==> src/rtl/jtpopeye_obj_scan.sv <==
// Sprite line scanner: walks the 256 object slots at each line start and queues
// the objects that cover the requested line, in slot order, for the sprite drawer.
module jtpopeye_obj_scan #(
  parameter int DEPTH = 8,
  parameter int OBJ_H = 16
) (
  input  logic        clk,
  input  logic        rst,
  input  logic        cen,
  input  logic        line_start,
  input  logic [7:0]  V,
  output logic [7:0]  obj_addr,
  input  logic [28:0] obj_data,
  output logic        out_valid,
  input  logic        out_ready,
  output logic [7:0]  out_x,
  output logic [7:0]  out_code,
  output logic [4:0]  out_attr,
  output logic [3:0]  out_row,
  output logic        scan_busy,
  output logic        ovf
);

  localparam int AW = $clog2(DEPTH);
  localparam int CW = AW + 1;

  typedef enum logic {IDLE, SCAN} state_t;

  typedef struct packed {
    logic [7:0] x;
    logic [7:0] code;
    logic [4:0] attr;
    logic [3:0] row;
  } entry_t;

  state_t        state_q, state_d;
  logic [7:0]    addr_q, addr_d;
  logic [7:0]    vl_q, vl_d;
  logic          busy_q, busy_d;
  logic          ovf_q, ovf_d;
  logic          pv_q, pv_d;       // pipeline valid: obj_data belongs to pslot_q
  logic [7:0]    pslot_q, pslot_d;
  logic [AW-1:0] wr_q, wr_d;
  logic [AW-1:0] rd_q, rd_d;
  logic [CW-1:0] cnt_q, cnt_d;
  entry_t        mem_q [DEPTH];

  logic [7:0] diff;
  logic [3:0] row;
  logic       hit, full, pop, push, drop;
  entry_t     new_entry;

  always_comb begin
    diff      = vl_q - obj_data[15:8];
    row       = (obj_data[28] ? ~diff[3:0] : diff[3:0]) & 4'(OBJ_H - 1);
    hit       = (state_q == SCAN) && pv_q && (obj_data[7:0] != 8'd0) && (diff < 8'(OBJ_H));
    full      = (cnt_q == CW'(DEPTH));
    pop       = (cnt_q != '0) && out_ready && !line_start;
    push      = hit && !line_start && (!full || pop);
    drop      = hit && !line_start && full && !pop;
    new_entry = '{x: obj_data[7:0], code: obj_data[23:16], attr: obj_data[28:24], row: row};
  end

  // NOTE: every _d gets its hold value first so no path through this block infers a latch.
  always_comb begin
    state_d = state_q;
    addr_d  = addr_q;
    vl_d    = vl_q;
    busy_d  = busy_q;
    ovf_d   = ovf_q;
    pv_d    = 1'b0;
    pslot_d = pslot_q;
    wr_d    = wr_q;
    rd_d    = rd_q;
    cnt_d   = cnt_q;
    if (line_start) begin
      state_d = SCAN;
      addr_d  = 8'd0;
      vl_d    = V;
      busy_d  = 1'b1;
      ovf_d   = 1'b0;
      wr_d    = '0;
      rd_d    = '0;
      cnt_d   = '0;
    end else begin
      if (pop)  rd_d = rd_q + AW'(1);
      if (push) wr_d = wr_q + AW'(1);
      cnt_d = cnt_q + CW'(push) - CW'(pop);
      if (state_q == SCAN) begin
        if (drop) begin
          // Overflow ends the line immediately; queued entries stay for the drawer.
          state_d = IDLE;
          busy_d  = 1'b0;
          ovf_d   = 1'b1;
        end else begin
          pv_d    = 1'b1;
          pslot_d = addr_q;
          if (addr_q != 8'hFF) addr_d = addr_q + 8'd1;
          if (pv_q && pslot_q == 8'hFF) begin
            state_d = IDLE;
            busy_d  = 1'b0;
            pv_d    = 1'b0;
          end
        end
      end
    end
  end

  // NOTE: state registers use non-blocking assignments so all flops update from pre-edge values.
  always_ff @(posedge clk) begin
    if (rst) begin
      state_q <= IDLE;
      addr_q  <= 8'd0;
      vl_q    <= 8'd0;
      busy_q  <= 1'b0;
      ovf_q   <= 1'b0;
      pv_q    <= 1'b0;
      pslot_q <= 8'd0;
      wr_q    <= '0;
      rd_q    <= '0;
      cnt_q   <= '0;
    end else if (cen) begin
      state_q <= state_d;
      addr_q  <= addr_d;
      vl_q    <= vl_d;
      busy_q  <= busy_d;
      ovf_q   <= ovf_d;
      pv_q    <= pv_d;
      pslot_q <= pslot_d;
      wr_q    <= wr_d;
      rd_q    <= rd_d;
      cnt_q   <= cnt_d;
    end
  end

  // NOTE: the FIFO storage has no reset; the count alone decides what is valid.
  always_ff @(posedge clk) begin
    if (!rst && cen && push) mem_q[wr_q] <= new_entry;
  end

  assign obj_addr  = addr_q;
  assign scan_busy = busy_q;
  assign ovf       = ovf_q;
  assign out_valid = (cnt_q != '0);
  assign out_x     = mem_q[rd_q].x;
  assign out_code  = mem_q[rd_q].code;
  assign out_attr  = mem_q[rd_q].attr;
  assign out_row   = mem_q[rd_q].row;

endmodule

==> config.mk <==
export PLATFORM = sky130hd
export DESIGN_NAME = jtpopeye_obj_scan
export DESIGN_NICKNAME = d
export VERILOG_FILES = /design/src/rtl/jtpopeye_obj_scan.sv
export SDC_FILE = /design/constraint.sdc
export NUM_CORES = 1
export LEC_CHECK = 0
export CORE_MARGIN = 2
export CORE_UTILIZATION = 52
export DETAILED_ROUTE_END_ITERATION = 10
export PLACE_DENSITY = 0.75
export SLEW_MARGIN = 20
export SYNTH_ARGS = -nofsm -noshare
export SYNTH_HDL_FRONTEND = slang
export SYNTH_SLANG_ARGS = --single-unit
==> constraint.sdc <==
create_clock -name clk -period 5 [get_ports clk]
set_input_delay 0.75 -clock clk [delete_from_list [all_inputs] [get_ports clk]]
set_output_delay 0.75 -clock clk [all_outputs]
set_load 0.01 [all_outputs]
---- Yosys cells after proc, flatten, opt, wreduce, memory -nomap -nowiden ----
Memory sizes are Yosys's and may differ from the RTL's. A register that Yosys moved wholly into a read port is not among the register bits.
Cells that the tools add are included.
cells by class
  $mul .................................... 0
  divide/modulo/power cells ............... 0
  mux-type cells .......................... 26
  $lt $le $gt $ge ......................... 1
  shift operators ......................... 0
  reductions and logical operators ........ 32
  bitwise operators ....................... 3
  equality and inequality tests ........... 4
  add/sub/neg operators ................... 6
operators with widths
  kind                   number
  $mux W8                4
  $mux W3                6
  $mux W1                14
  $logic_and A1 B1 Y1    12
  $reduce_bool A2 Y1     5
  $add A8 B1 Y8 const B  1
  $eq A8 B8 Y1 const B   1
  $lt A8 B5 Y1 const B   1
  $mux W4                2
  $ne A8 B8 Y1 const B   1
  $reduce_and A4 Y1      2
  $reduce_bool A8 Y1     1
  $sub A8 B8 Y8          1
  $add A3 B1 Y3 const B  2
  $reduce_and A2 Y1      3
  $reduce_and A3 Y1      2
  $add A4 B1 Y4          1
  $eq A4 B4 Y1 const B   1
  $logic_not A1 Y1       4
  $not A4 Y4             1
  $reduce_bool A4 Y1     1
  $sub A4 B1 Y4          1
  $reduce_bool A3 Y1     1
  $ne A2 B2 Y1 const B   1
  other kinds (2)        3
storage, ports and cells
  bits in writable memories ............... 200
  register bits after elaboration ......... 38
  bits in latches ......................... 0
  memories ................................ 1
  bits in read-only memories .............. 0
  bits of input ports ..................... 42
  logic and storage cells ................. 83
memory list
  name   depth  width  read ports  clocked after memory_dff  wr ports  RTL line  text
  mem_q  8      25     1           1                         1         46        entry_t mem_q [DEPTH];

---- Longest topological paths before layout ----
Gate-level depths: netlist (run 1).
  word-level depth ........................ 9
  gate-level depth with buffers ........... 18
  depth with buffers taken out ............ 18

---- Least setup slack after synthesis (run 1) ----
Ideal clock, no wire load.
  path kind ............................... input-to-reg
  from .................................... in obj_data[8]
  to ...................................... mem mem_q[2][0] (netlist bit) (enable)
  cell stages on the path ................. 10
  path buffers ............................ 0
  required time ........................... 4.530 ns
  setup time .............................. 0.470 ns
  arrival time ............................ 4.821 ns
  setup slack ............................. -0.291 ns
  path through ............................ ha_1 -> inv_1 -> fa_1 -> a21o_1 -> a21oi_1 -> mux2i_1 -> nand2b_1 -> nor3_2 -> nand3_2 -> nor4_1
on the way
  word-level cells in the longest chain between the ends .. 8
ends and longest elaborated chain
  what                              RTL line  text
  from (decl)                       13        input logic [28:0] obj_data,
  $sub A8 B8 Y8                     54        diff = vl_q - obj_data[15:8];
  $lt A8 B5 Y1                      56        hit = (state_q == SCAN) && pv_q && (obj_data[7:0] != 8'd0) && (diff < 8'(OBJ_H));
  $logic_and A1 B1 Y1               56
  $logic_and A1 B1 Y1 (2 in a row)  59        push = hit && !line_start && (!full || pop);
  $logic_and A1 B1 Y1               138       if (!rst && cen && push) mem_q[wr_q] <= new_entry;
  $mux W1                           138
  $mux W1 (implied by the code)     138
  to (decl)                         46
Every way passes these cells.

---- Worst setup path in the final report (run 1) ----
  from .................................... in obj_data[8]
  to ...................................... reg cnt_q[2]
on the way
  word-level cells in the longest chain between the ends .. 8
ends and longest elaborated chain
  what                              RTL line  text
  $sub A8 B8 Y8                     54
  $lt A8 B5 Y1                      56
  $logic_and A1 B1 Y1               56
  $logic_and A1 B1 Y1 (2 in a row)  59
  $add A4 B1 Y4                     88        cnt_d = cnt_q + CW'(push) - CW'(pop);
  $sub A4 B1 Y4                     88
  $mux W4                           76        if (line_start) begin
  to (signal assigned)              132       cnt_q <= cnt_d;
  to (decl)                         45        logic [CW-1:0] cnt_q, cnt_d;
Every way passes these cells.
A chain may end at the register's enable or synchronous reset.

==> results.py, run 1 <==
metrics = {
    "clock_network": {
        "clock-sinks": 241,
        "cts_made_buffers": 24,
        "ctsHoldBuffers": 0,
        "cts-htree-levels": 1,
        "cts_tree": "done",
        "ctsRootBufferMaster": "clkbuf_16",
        "ctsResizeCount": 0,
        "postCtsSetupBuffers": 0,
        "insertion_delay_ns": 0.51,
        "clk_path_buf_depth": 3,
        "clk_pin_slew_ns": 0.06,
    },
    "synth": {
        "synth-edff-count": 200,
        "ys.flop_type": "edfxtp_1",
        "postSynthCellCount": 594,
        "synth.net_count": 654,
        "synth_top_family_by_area": "multiplexers",
        "synthMuxAreaShare_pct": 15.0,
        "yosys.area_share.simple_pct": 6.45,
        "synthDistinctLibCells": 50,
        "synth.ff_latch_count": 241,
        "yosysWarnings": 0,
        "yosys.area_share.xor_xnor_pct": 0.971,
        "synth_area_per_cell_sq_um": 16.7,
        "syn_area_sq_mm": 0.00992,
        "yosysSeqAreaShare_pct": 68.8,
        "synth-compound-area-share_pct": 4.34,
        "yosys.area_share.adder_pct": 2.42,
        "async_flop_share_pct": 0,
    },
    "grt": {
        "groute.usage.overall_pct": 18.9,
        "antenna_found_initial": 2,
        "overflow": 0,
        "grt_max_degree": 51,
        "grt_pass1_wl_um": 29500,
        "grt_pass1_vias": 5649,
    },
    "finish": {
        "fillCellCount": 1290,
        "final_cell_mix": "edfxtp_1, clkdlybuf4s50_1, mux4_2",
        "final_nets": 743,
        "final_common_cell": "edfxtp_1",
        "layout-drive-gt1-share_pct": 20.7,
        "area_delta_synth_final_pct": 19.2,
    },
    "drt": {
        "wl_per_cell_um": 19.7,
        "wirelength_um": 18500,
        "avgViaCountPerCell": 5.81,
        "ant_nets": 0,
        "drt_iter0_drc": 413,
        "dr.pass1.iters": 5,
        "vias": 5442,
        "drcViolationCount": 0,
    },
    "sta": {
        "tns_ns": 0,
        "finalSetupViolCount": 0,
        "clock_skew_ns": 0.0110,
        "worst_slack_ns": 1.15,
        "period_share_pct": 77.0,
        "max_clock_freq_mhz": 260,
        "maxSlewViolCount": 0,
        "min_period_ns": 3.85,
        "relSlewSlack_pct": 32.6,
        "tightest_slew_ns": 1.01,
        "rsz0062_at_grt": "no",
        "hold_viol_final": 0,
    },
    "critical_path": {
        "criticalPathCategory": "in2reg",
        "arrival_ns": 4.29,
        "startpoint_type": "input port",
        "worstPathRequired_ns": 5.44,
        "worstPathMaxFanout": 5,
        "end_kind": "register",
    },
    "power_and_ir_drop": {
        "p_switching_mw": 0.811,
        "leakagePower_nw": 3.83,
        "combPwrFrac_pct": 3.5,
        "irDropWorstVdd_mv": 0.214,
        "switching_share_pct": 19.8,
        "power_density_mw_per_mm2": 347,
        "p_clk_share_pct": 43.0,
        "pwr-share-seq_pct": 53.4,
        "p_int_mw": 3.29,
    },
    "min_path": {
        "hold_path.class": "reg2reg",
    },
    "floorplanning": {
        "io_pins": 78,
        "coreArea_sq_mm": 0.0187,
        "start_util_pct": 53.1,
        "dieArea_sq_mm": 0.0202,
        "die-height_um": 142,
        "die_w_um": 142,
        "rows": 50,
    },
    "place": {
        "pre_cts_ws_ns": 0.631,
        "numPortBuffers": 77,
        "hpwl_um": 11500,
        "place_congestion": 0.805,
    },
    "job": {
        "maxCapViolations": 0,
    },
    "status": {
        "status": "finished, final reports clean",
    },
}
==> per-stage QoR <==
step                power, mW  hold slack, ns  cells  utilization [%]  area [sq um]
floorplan                2.31           0.436    594                -          9940
global placement         2.37           0.448    891             59.0         11000
detailed placement       2.38           0.454    891             59.0         11000
CTS                      4.14           0.462    935             63.2         11800
global route             4.23           0.481    935             63.2         11800
finish                   4.10           0.457    936             63.3         11800
==> cell type report <==
| type | count | area (sq um) | share of cell area, % |
|---|---|---|---|
| well taps | 234 | 293 | 2.47 |
| diodes | 1 | 2.50 | 0.0212 |
| flip-flops and latches | 241 | 6830 | 57.7 |
| clock buffers | 27 | 612 | 5.17 |
| clock inverters | 17 | 175 | 1.48 |
| inverters | 18 | 67.6 | 0.571 |
| multi-input cells | 305 | 2960 | 25.0 |
| repair buffers | 93 | 891 | 7.53 |
==> power by group through the flow <==
| stage | clock [mW] | combinational [mW] | sequential (mW) |
|---|---|---|---|
| 2_1_floorplan | 0 | 0.0719 | 2.24 |
| 3_3_place_gp | 0 | 0.139 | 2.24 |
| 3_5_place_dp | 0 | 0.145 | 2.24 |
| 4_1_cts | 1.80 | 0.145 | 2.19 |
| 5_1_grt | 1.87 | 0.162 | 2.19 |
| 6_report | 1.77 | 0.146 | 2.19 |
==> logic make-up (layout without fill, tap and decap cells) <==
group                      after synthesis  in the layout
AOI/OAI and AO/OA                       65             65
xor gates and xnor gates                11             11
adders and majority gates               18             18
buffers and inverters                   48            155
DFF                                    241            241
muxes                                   83             83
other                                    0              1
and+or+nand+nor                        128            128
==> routing by layer <==
layer	part of all wire (%)	global-route usage [%]	routed length, um	vias to the layer above
li1	-	-	-	2510
met1	41	24.1	7660	2748
met2	52	33.7	9550	156
met3	5.1	3.50	949	26
met4	1.6	4.32	295	2
met5	0.070	0	13	-
==> path summary, 6_finish.rpt <==
kind / slack [ns] / to / start / cells after the start
max: 1.15 / cnt_q[2] / obj_data[8] / 18
min: 0.46 / vl_q[5] / vl_q[5] / 2
max reg2reg: 1.51 / cnt_q[2] / vl_q[0] / 18
min reg2reg: 0.46 / vl_q[5] / vl_q[5] / 2
==> flip-flops by register name, indices dropped and copies added (netlist names), named ones only <==
register	cells
mem_q	200
obj_addr	8
pslot_q	8
vl_q	8
cnt_q	4
rd_q	3
wr_q	3
ovf	1
pv_q	1
scan_busy	1
state_q	1
==> critical path: stages <==
cell	delay, ns
clkdlybuf4s50_1	0.50
ha_1	0.16
inv_1	0.05
fa_1	0.40
a21o_1	0.17
a21oi_1	0.19
mux2i_1	0.26
nand2b_1	0.17
nor3_2	0.08
nor3_1	0.33
inv_1	0.13
nand2_1	0.09
ha_1	0.18
inv_1	0.06
fa_1	0.38
xnor2_1	0.16
nand3_1	0.09
a21oi_1	0.15
==> synthesized netlist by cell type (9+ instances only) <==
master    number  area share [%]
edfxtp_1     200              61
mux4_2        50              11
nand2_1       42             1.6
dfxtp_1       41             8.3
a21oi_1       34             1.7
mux2_2        25             2.8
inv_1         18            0.68
nor2_1        18            0.68
ha_1          16             2.0
clkbuf_1      15            0.57
nand3_1       14            0.71
nor3_1        12            0.61
nand2b_1       9            0.57
o31ai_1        9            0.68
(Power assumes the default switching activity.)
==> run 2: changes to the inputs <==
- clock period: 5 -> 3.5 ns (I/O delays scaled with it)
==> run 2 against run 1 <==
  * Register-to-register slack worse by 1.1 ns
  * Hold slack improved by 0.0012 ns
  * Sequential power increased by 43%
  * Cell area rose by 2.8%
  * Combinational power up 58%
  * Critical path depth is the same
  * Die area is the same
  * First-iteration DRC count is 1.5% lower
  * Total power is 41% higher
  * Final cell count grew 2.6%
  * Critical path type unchanged
  * Critical endpoint unchanged
  * Largest cell class unchanged
  * Largest power group unchanged
  * Highest routed layer is now met4
==> results.py, run 2 (synthesized netlist as in run 1, its figures left out) <==
metrics = {
    "finish": {
        "regMostFlops": "mem_q",
        "final_nets": 768,
        "fin_area_sq_mm": 0.0122,
        "final_cell_mix": "edfxtp_1, clkdlybuf4s50_1, mux4_2",
        "final_common_cell": "edfxtp_1",
        "layout-drive-gt1-share_pct": 23.6,
        "area_delta_synth_final_pct": 22.5,
        "largest_reg_flops": 200,
        "antenna_cells": 0,
    },
    "grt": {
        "grt_max_degree": 38,
        "antenna_found_initial": 0,
        "grt_pass1_vias": 5866,
        "groute.usage.overall_pct": 20.0,
        "use_met3_pct": 2.86,
        "met1_usage_pct": 25.2,
        "top_usage_layer": "met2",
        "met2_usage_pct": 36.0,
        "grt_pass1_wl_um": 31300,
        "overflow": 0,
    },
    "clock_network": {
        "cts_tree": "done",
        "ctsRootBufferMaster": "clkbuf_16",
        "insertion_delay_ns": 0.51,
        "cts_made_buffers": 24,
        "cts-htree-levels": 1,
        "clock-sinks": 241,
        "clk_pin_slew_ns": 0.06,
        "clk_path_buf_depth": 3,
        "ctsHoldBuffers": 0,
    },
    "critical_path": {
        "end_kind": "register",
        "worstPathRequired_ns": 3.93,
        "r2r-end": "cnt_q[2]",
        "startpoint_type": "input port",
        "r2r_slack_ns": 0.39,
        "regToRegStartpoint": "vl_q[0]",
        "worstPathMaxFanout": 3,
        "arrival_ns": 3.68,
        "criticalPathCategory": "in2reg",
        "r2r_cells": 18,
    },
    "floorplanning": {
        "rows": 50,
        "die-height_um": 142,
        "coreArea_sq_mm": 0.0187,
        "io_pins": 78,
        "die_w_um": 142,
        "start_util_pct": 53.1,
        "dieArea_sq_mm": 0.0202,
    },
    "power_and_ir_drop": {
        "irDropWorstVdd_mv": 0.313,
        "power_density_mw_per_mm2": 475,
        "leakagePower_nw": 3.98,
        "total_power_mw": 5.78,
    },
    "place": {
        "place_congestion": 0.847,
        "numPortBuffers": 77,
        "hpwl_um": 12300,
        "placed_area_sq_mm": 0.0114,
        "pre_cts_ws_ns": -0.417,
    },
    "drt": {
        "dr.pass1.iters": 5,
        "avgViaCountPerCell": 5.74,
        "wirelength_um": 19600,
        "vias": 5514,
        "ant_nets": 0,
        "drcViolationCount": 0,
        "drt_iter0_drc": 407,
        "wl_per_cell_um": 20.4,
    },
    "sta": {
        "maxSlewViolCount": 0,
        "relSlewSlack_pct": 52.5,
        "tightest_slew_ns": 0.710,
        "period_share_pct": 92.9,
        "finalSetupViolCount": 0,
        "max_clock_freq_mhz": 308,
        "tns_ns": 0,
        "clock_skew_ns": 0.0139,
        "worst_slack_ns": 0.249,
        "hold_viol_final": 0,
        "min_period_ns": 3.25,
        "holdWs_ns": 0.458,
    },
    "min_path": {
        "holdPathEnd": "vl_q[0]",
        "hold_path_depth": 2,
        "worstHoldStart": "vl_q[0]",
        "hold_path.class": "reg2reg",
    },
    "job": {
        "maxCapViolations": 0,
    },
    "status": {
        "status": "finished, final reports clean",
    },
}
run 2: cell type report:
cell class                 instances  area (sq um)
clock inverter                    10          80.1
inverter                          18          67.6
timing repair buffer             118          1230
sequential                       241          6830
multi-input combinational        305          2990
fill                            1274          6550
tap                              234           293
clock buffer                      34           669
run 2: metal layers:
metal / part of all wire, % / routed length, um
met5: 0 / 0
met3: 5.5 / 1080
met1: 39 / 7740
met4: 2.2 / 435
met2: 53 / 10400
run 2: worst max path at each step:
stage,cells after the start,start,endpoint
finish,18,obj_data[8],cnt_q[2]
detailed placement,18,obj_data[8],cnt_q[1]
global route,18,obj_data[8],cnt_q[2]
global placement,18,obj_data[8],cnt_q[2]
floorplan,10,obj_data[8],mem_q[2][0]
CTS,18,obj_data[8],cnt_q[2]
run 2: critical path: stages:
cell and delay [ns]:
clkdlybuf4s50_1 0.48, ha_1 0.14, inv_1 0.04, fa_1 0.37
a21o_1 0.16, a21oi_1 0.17, mux2i_1 0.26, nand2b_4 0.17
nor3_2 0.05, nor3_2 0.14, inv_1 0.09, nand2_1 0.07
ha_1 0.16, inv_1 0.05, fa_1 0.38, xnor2_1 0.16
nand3_1 0.09, a21oi_1 0.14
run 2: timing repair:
| action | 4_1_cts | 5_1_grt |
|---|---|---|
| endpoints found under the setup margin | 0 | 3 |
| setup buffers | 0 | 2 |
| resized for setup | 0 | 2 |
run 2: stage by stage:
| step | utilization [%] | cells |
|---|---|---|
| after floorplan | - | 594 |
| after global routing | 65.0 | 960 |
| after global placement | 60.9 | 914 |
| final | 65.0 | 960 |
| after CTS | 64.9 | 958 |
| after detailed placement | 60.9 | 914 |
run 2: power by group:
group	switching (mW)	internal, mW
clock	1.01	1.41
sequential	0.00613	3.13
combinational	0.126	0.104
